==> config.mk <==
export PLATFORM = sky130hd
export DESIGN_NAME = clean_request_ctrl
export DESIGN_NICKNAME = d
export VERILOG_FILES = /design/src/rtl/clean_request_ctrl.sv
export SDC_FILE = /design/constraint.sdc
export NUM_CORES = 1
export LEC_CHECK = 0
export BUFFER_PORTS_ARGS = -buffer_cell sky130_fd_sc_hd__buf_2
export CAP_MARGIN = 20
export CORE_MARGIN = 1.5
export CORE_UTILIZATION = 50
export DETAILED_ROUTE_END_ITERATION = 6
export PLACE_DENSITY = 0.72
export SLEW_MARGIN = 20
export SYNTH_ARGS = -nofsm -noshare
export SYNTH_HDL_FRONTEND = slang
export SYNTH_SLANG_ARGS = --single-unit
==> constraint.sdc <==
create_clock -name clk -period 2.7 [get_ports clk]
set_input_delay 0.81 -clock clk [delete_from_list [all_inputs] [get_ports clk]]
set_output_delay 0.81 -clock clk [all_outputs]
set_load 0.01 [all_outputs]
==> src/rtl/clean_request_ctrl.sv <==
// clean_request_ctrl: upstream controller for the hood self-clean stage.
// Debounces the front-panel clean button, accumulates fan-extraction seconds
// into a usage counter with a reminder flag, issues a one-cycle start_clean
// request and tracks the self-clean stage's cleaning/done handshake.
//
// Optional build macro: AUTO_CLEAN_EN -- when defined, an IDLE controller also
// requests a clean by itself once clean_reminder, power_on and in_standby have
// held together across one full tick_1s period.
//
// Ports:
//   clk, rst        clock, asynchronous active-high reset
//   tick_1s         one-cycle 1 Hz enable
//   power_on        hood powered
//   in_standby      hood in standby (fan off, no other mode)
//   extracting      fan running at any speed
//   btn_clean       raw asynchronous clean button, active-high
//   cleaning        busy level from the self-clean stage
//   done            completion level/pulse from the self-clean stage
//   start_clean     one-cycle request to the self-clean stage
//   clean_reminder  usage_sec >= REMIND_SECS
//   usage_sec       accumulated extraction seconds (saturating)
//   req_reject      one-cycle pulse: button press refused
//   ack_error       sticky: self-clean stage did not acknowledge in time
module clean_request_ctrl #(
    parameter int unsigned DEBOUNCE_CYCLES = 20,
    parameter int unsigned REMIND_SECS     = 36000,
    parameter int unsigned USAGE_W         = 17,
    parameter int unsigned ACK_TIMEOUT     = 4
) (
    input  logic               clk,
    input  logic               rst,
    input  logic               tick_1s,
    input  logic               power_on,
    input  logic               in_standby,
    input  logic               extracting,
    input  logic               btn_clean,
    input  logic               cleaning,
    input  logic               done,
    output logic               start_clean,
    output logic               clean_reminder,
    output logic [USAGE_W-1:0] usage_sec,
    output logic               req_reject,
    output logic               ack_error
);

    localparam int unsigned DB_W  = $clog2(DEBOUNCE_CYCLES + 1);
    localparam int unsigned ACK_W = $clog2(ACK_TIMEOUT + 1);

    typedef enum logic [1:0] {
        IDLE     = 2'd0,
        REQUEST  = 2'd1,
        WAIT_ACK = 2'd2,
        RUNNING  = 2'd3
    } state_t;

    state_t state, next_state;

    // Two-flop synchronizer for the asynchronous button
    logic btn_meta, btn_sync;
    always_ff @(posedge clk or posedge rst) begin
        if (rst) begin
            btn_meta <= 1'b0;
            btn_sync <= 1'b0;
        end else begin
            btn_meta <= btn_clean;
            btn_sync <= btn_meta;
        end
    end

    // Debouncer: the level flips on the Nth consecutive cycle that differs from it
    logic            btn_level;
    logic [DB_W-1:0] db_cnt;
    logic            db_flip_c;
    logic            press_c;

    assign db_flip_c = (btn_sync != btn_level) && (db_cnt == DB_W'(DEBOUNCE_CYCLES - 1));
    assign press_c   = db_flip_c && btn_sync;

    always_ff @(posedge clk or posedge rst) begin
        if (rst) begin
            btn_level <= 1'b0;
            db_cnt    <= '0;
        end else if (btn_sync == btn_level) begin
            db_cnt <= '0;
        end else if (db_flip_c) begin
            btn_level <= btn_sync;
            db_cnt    <= '0;
        end else begin
            db_cnt <= db_cnt + DB_W'(1);
        end
    end

    // Rising-edge detect on done
    logic done_q;
    logic done_rise_c;
    always_ff @(posedge clk or posedge rst) begin
        if (rst) done_q <= 1'b0;
        else     done_q <= done;
    end
    assign done_rise_c = done && !done_q;

`ifdef AUTO_CLEAN_EN
    // Arms on a tick with the condition true; fires on the next tick if still true
    logic auto_cond_c;
    logic auto_armed;
    logic auto_req_c;

    assign auto_cond_c = clean_reminder && power_on && in_standby;
    assign auto_req_c  = auto_cond_c && auto_armed && tick_1s && (state == IDLE);

    always_ff @(posedge clk or posedge rst) begin
        if (rst)                                  auto_armed <= 1'b0;
        else if (!auto_cond_c || state != IDLE)   auto_armed <= 1'b0;
        else if (tick_1s)                         auto_armed <= 1'b1;
    end
`else
    logic auto_req_c;
    assign auto_req_c = 1'b0;
`endif

    logic [ACK_W-1:0] ack_cnt;
    logic             clear_c;
    logic             ack_timeout_c;

    // Next-state logic; power loss outside IDLE always abandons the request
    always_comb begin
        next_state    = state;
        clear_c       = 1'b0;
        ack_timeout_c = 1'b0;
        case (state)
            IDLE: begin
                if (press_c && power_on && in_standby) next_state = REQUEST;
                else if (auto_req_c)                   next_state = REQUEST;
            end
            REQUEST: begin
                next_state = power_on ? WAIT_ACK : IDLE;
            end
            WAIT_ACK: begin
                if (!power_on) begin
                    next_state = IDLE;
                end else if (cleaning) begin
                    next_state = RUNNING;
                end else if (ack_cnt == ACK_W'(ACK_TIMEOUT - 1)) begin
                    next_state    = IDLE;
                    ack_timeout_c = 1'b1;
                end
            end
            RUNNING: begin
                if (!power_on) begin
                    next_state = IDLE;
                end else if (done_rise_c) begin
                    next_state = IDLE;
                    clear_c    = 1'b1;
                end else if (!cleaning) begin
                    next_state = IDLE;
                end
            end
            default: next_state = IDLE;
        endcase
    end

    logic               start_d;
    logic               reject_d;
    logic               ack_err_d;
    logic [ACK_W-1:0]   ack_cnt_d;
    logic [USAGE_W-1:0] usage_d;
    logic               reminder_d;

    // Next values of the registered outputs; a completed clean beats a coincident tick
    always_comb begin
        start_d    = 1'b0;
        reject_d   = 1'b0;
        ack_err_d  = ack_error;
        ack_cnt_d  = ack_cnt;
        usage_d    = usage_sec;
        reminder_d = clean_reminder;

        start_d  = (state == IDLE) && (next_state == REQUEST);
        reject_d = (state == IDLE) && press_c && !(power_on && in_standby);

        if (ack_timeout_c) ack_err_d = 1'b1;

        if (state == REQUEST)       ack_cnt_d = '0;
        else if (state == WAIT_ACK) ack_cnt_d = ack_cnt + ACK_W'(1);

        if (clear_c) begin
            usage_d = '0;
        end else if (tick_1s && power_on && extracting && !cleaning && (usage_sec != '1)) begin
            usage_d = usage_sec + USAGE_W'(1);
        end
        reminder_d = (usage_d >= USAGE_W'(REMIND_SECS));
    end

    // State and output registers
    always_ff @(posedge clk or posedge rst) begin
        if (rst) begin
            state          <= IDLE;
            ack_cnt        <= '0;
            start_clean    <= 1'b0;
            req_reject     <= 1'b0;
            ack_error      <= 1'b0;
            usage_sec      <= '0;
            clean_reminder <= 1'b0;
        end else begin
            state          <= next_state;
            ack_cnt        <= ack_cnt_d;
            start_clean    <= start_d;
            req_reject     <= reject_d;
            ack_error      <= ack_err_d;
            usage_sec      <= usage_d;
            clean_reminder <= reminder_d;
        end
    end

endmodule

# Yosys cells after proc, flatten, opt, wreduce, memory -nomap -nowiden

Cells that the tools add are included.

Flip-flop bits (word level): 35
Logic and storage cells: 67
Bits in latches: 0
Memory bits (writable): 0
Output and inout bits: 21
Memories: 0
Bits in read-only memories: 0

Div/mod/pow operators: 0
Multiplexer cells: 22
Reductions and logical operators: 19
Order comparisons: 1
Add/sub/neg operators: 3
Multiply operators: 0
Shifts and indexed selects: 0
Bitwise operators: 1
Equal/unequal tests: 9

Operator list:

| operator                | number |
|---|---|
| $mux W17                | 2 |
| $add A17 B1 Y17 const B | 1 |
| $ge A17 B16 Y1 const B  | 1 |
| $ne A17 B17 Y1 const B  | 1 |
| $mux W2                 | 8 |
| $logic_and A1 B1 Y1     | 13 |
| $mux W5                 | 2 |
| $pmux W2 S4             | 1 |
| $mux W1                 | 7 |
| $mux W3                 | 2 |
| $add A5 B1 Y5 const B   | 1 |
| $eq A5 B5 Y1 const B    | 1 |
| $eq A2 B1 Y1 const B    | 2 |
| $eq A2 B2 Y1 const B    | 2 |
| $add A3 B1 Y3 const B   | 1 |
| $eq A3 B2 Y1 const B    | 1 |
| $logic_not A1 Y1        | 3 |
| $logic_not A2 Y1        | 1 |
| $reduce_and A2 Y1       | 1 |
| $reduce_bool A2 Y1      | 1 |
| $eq A1 B1 Y1            | 1 |
| $ne A1 B1 Y1            | 1 |
| $not A1 Y1              | 1 |

# Longest topological paths before layout

Depth in word-level cells: 9
Gate-level depth with buffers: 10
Gate-level depth less buffers: 10

# Worst setup path after synthesis

No wires, ideal clock.

Kind: register to register
Start: register usage_sec[0]
End: register clean_reminder
Slack: 0.303 ns
Required time: 2.627 ns
Cell stages (with the launch flop): 11
Arrival: 2.324 ns
Library setup time: 0.073 ns
Path through: dfrtp_1 ha_1 nand2_2 nor4_1 ha_1 nand4b_1 nor4_1 mux2i_1 a211oi_2 a21o_1 a2bb2oi_2

Longest elaborated chain between the ends: 5

Ends and longest elaborated chain:

| item                                                    | line | source |
|---|---|---|
| start, declared                                         | 41   | `output logic [USAGE_W-1:0] usage_sec,` |
| start signal, assigned                                  | 210  | `usage_sec <= usage_d;` |
| branches (longest 2 deep; another with $add A17 B1 Y17) | -    |  |
| $mux W17 *                                              | 188  | `end else if (tick_1s && power_on && extracting && !cleaning && (usage_sec != '1)) begin` |
| $mux W17 *                                              | 186  | `if (clear_c) begin` |
| named net usage_d[9]                                    | 166  | `logic [USAGE_W-1:0] usage_d;` |
| $ge A17 B16 Y1 *                                        | 191  | `reminder_d = (usage_d >= USAGE_W'(REMIND_SECS));` |
| named net reminder_d                                    | 167  | `logic reminder_d;` |
| end signal, assigned                                    | 211  | `clean_reminder <= reminder_d;` |
| end, declared                                           | 40   | `output logic clean_reminder,` |

Mark *: on every way through the listed nets, which the timed path passes.
A chain may end at the register's enable or synchronous reset.

# Worst setup path in the final report

Ends and elaborated chain as after synthesis.

==> results.cfg <==
[outcome]
status = finished clean

[timing]
hold_viol = 0
tns_ns = 0
timing.hold.ws_ns = 0.354
setup_viol = 0
fin_crit_sh_pct = 94.9
slew_violations = 0
worst_slew_pin_slew_ns = 0.495
skew_ns = 0.00456
layout_min_cycle_time_ns = 2.56
slew_headroom_pct = 66.7
max_freq_mhz = 390

[logic_synthesis]
synth_edf_count = 0
yosysSeqAreaShare_pct = 45.0
syn_avg_cell_area_um2 = 9.98
ys_ff_latch = 35
synth_most_common_cell = dfrtp_1
synth.mux.area_fraction_pct = 3.73
synth_nets = 213
synth_warnings = 0
synth_ff_type = dfrtp_1
synth-compound-area-share_pct = 9.00
ys_types = 42
ys_top_cells_by_count = dfrtp_1 (35), nor2_1 (24), nand2_1 (20), inv_1 (10)
synthCells = 195
synth_top_family_by_area = simple AND/OR/NAND/NOR gates
ys_async_sr_fraction_pct = 100
synth_xor_area_share_pct = 5.85
synth_top_cell_by_area = dfrtp_1
synthAdderAreaFrac_pct = 5.79
syn-cell-area_um2 = 1950
synth-simple-area-share_pct = 27.7
yosys-top-cells-area = dfrtp_1 (45%), ha_1 (5.8%), nor2_1 (4.6%)
synth.top_cell.area_share_pct = 45.0

[clock_tree]
cts_hold_buf = 0
numCtsBuffers = 5
cts.path.max_buffers = 2
clock_sink_count = 35
insertion_delay_ns = 0.28
root_buffer = clkbuf_8
clk_pin_slew_ns = 0.07
cts_max_level = 2
cts_tree = done

[detailed_routing]
ant_nets = 0
via_count = 1604
via_per_inst = 5.49
drc = 0
dr.pass1.iters = 4
wl_met1_um = 1900
drt_iter0_drc = 154
wirelength_um = 4150
top_layer_used = met4
wl_per_cell_um = 14.2
dr_wl_met3_um = 238
dr_wl_met2_um = 1950

[job]
cap_violations = 0

[floorplanning]
rows = 22
die-area_um2 = 4270
fp.dieH_um = 65.4
core_area_um2 = 3690
start_util_pct = 52.7
pin_count = 30
die_w_um = 65.4

[grt]
antenna_found_initial = 0
grt_pass1_vias = 1466
grt_pass1_wl_um = 6710
grt_max_degree = 36
overflow = 0
track_usage_pct = 21.1

[placement]
numPortBuffers = 29
gp_congestion = 0.915
dp_hpwl_um = 2930

[power]
p_int_w = 0.00110
peakVddDrop_uv = 404
p_total_w = 0.00161
p_sw_share_pct = 32.0
combPwrFrac_pct = 29.4
p_clk_share_pct = 27.8
p_sw_w = 0.000517
pwr-share-seq_pct = 42.8
p_leak_nw = 1.12
power_density_nw_per_um2 = 676

[finish]
fill_cells = 309
layout.nets = 262
area_growth_pct = 22.7
antennaDiodeCount = 0
drive_gt1_share_pct = 31.6

[setup_path]
arrival_ns = 2.78
crit_fanout = 6
worstSetupPathType = reg2reg
crit_path_end_kind = register
crit_path_start_kind = register
path_buf_inv = 1
cp_top_family = simple AND/OR/NAND/NOR gates
worst_ep_required_time_ns = 2.92
slowest_stage = dfrtp_2
cp_cell_sequence = ha_1 > nand2_2 > nor4_2 > ha_2 > nand4b_1 > buf_4 > nor3_2 > mux2i_1 > nand3_1 > a21o_1 > a2bb2oi_2
cp_slowest_stage_delay_ns = 0.44

[hold_path]
min_path_type = reg2reg
==> power groups by stage <==
stage / combinational, W / clock (W) / sequential, W
5_1_grt: 0.000538 / 0.000485 / 0.000707
6_report: 0.000475 / 0.000448 / 0.000691
3_5_place_dp: 0.000462 / 0 / 0.000700
2_1_floorplan: 0.000302 / 0 / 0.000714
4_1_cts: 0.000467 / 0.000460 / 0.000690
3_3_place_gp: 0.000454 / 0 / 0.000696
==> path summary, 6_finish.rpt <==
check	start	endpoint	slack, ns	cells past startpoint
max	usage_sec[0]	clean_reminder	0.14	11
min	btn_meta	btn_sync	0.35	0
max reg2reg	usage_sec[0]	clean_reminder	0.14	11
min reg2reg	btn_meta	btn_sync	0.35	0
max in group asynchronous	rst	usage_sec[0]	1.75	3
min in group asynchronous	rst	usage_sec[3]	0.62	3
==> repair_timing <==
| item | 4_1_cts | 5_1_grt |
|---|---|---|
| gates resized for setup | 0 | 7 |
| endpoints found under the setup margin | 0 | 1 |
| endpoints found under the hold margin | 0 | 0 |
| setup buffers | 0 | 4 |
==> cell type report <==
cell class | instances | area [um^2] | area share (%)
multi-input combinational | 147 | 1040 | 43.8
sequential | 35 | 877 | 36.7
timing repair buffer | 45 | 265 | 11.1
clock buffer | 6 | 72.6 | 3.04
tap | 48 | 60.1 | 2.52
inverter | 10 | 37.5 | 1.57
clock inverter | 1 | 30.0 | 1.26
==> registers in the layout, indices dropped and copies added, names as in the netlist <==
name            flops
db_cnt              5
usage_sec          17
ack_cnt             3
btn_meta            1
req_reject          1
btn_sync            1
state               2
start_clean         1
clean_reminder      1
btn_level           1
done_q              1
ack_error           1
==> metrics by stage <==
stage | setup slack (ns) | std cells | util (%) | area [um^2]
6_report | 0.138 | 292 | 64.7 | 2390
5_1_grt | -0.00321 | 292 | 64.7 | 2390
4_1_cts | 0.0217 | 288 | 63.0 | 2320
3_5_place_dp | 0.0686 | 281 | 60.2 | 2220
3_3_place_gp | 0.138 | 281 | 60.2 | 2220
2_1_floorplan | 0.303 | 195 | - | 1950
==> layout by cell type (no fill, tap or decap), types with 2 or more instances in the layout <==
cell type	instances
mux2_2	2
xnor2_1	7
o21ai_0	9
nand2_1	20
a211o_1	2
mux2i_1	5
nor4_2	4
nand2b_1	4
nand3b_1	2
a31oi_1	2
nand3_1	8
nand2_2	2
nand4b_1	4
inv_1	10
a21oi_1	5
and3_1	2
nor4b_2	2
buf_2	29
ha_1	8
buf_4	16
or3_4	2
nor3_2	2
nand4_1	5
dfrtp_1	34
nor3_1	3
clkbuf_8	5
nor2_1	24
a21o_1	2
xor2_1	6
==> kinds of logic (layout without fill, tap and decap cells) <==
family	Yosys count	after routing
and+or+nand+nor	92	92
DFF	35	35
AOI/OAI and AO/OA	26	26
xor gates and xnor gates	13	13
buffers and inverters	13	62
adders and majority gates	9	9
muxes	7	7
==> metal layers <==
metal,up-vias,global-route usage [%]
met5,-,0
met4,0,10.2
met3,5,5.82
met2,48,31.1
met1,770,28.8
li1,781,-
Note: power is estimated with default switching activity, not from simulation.
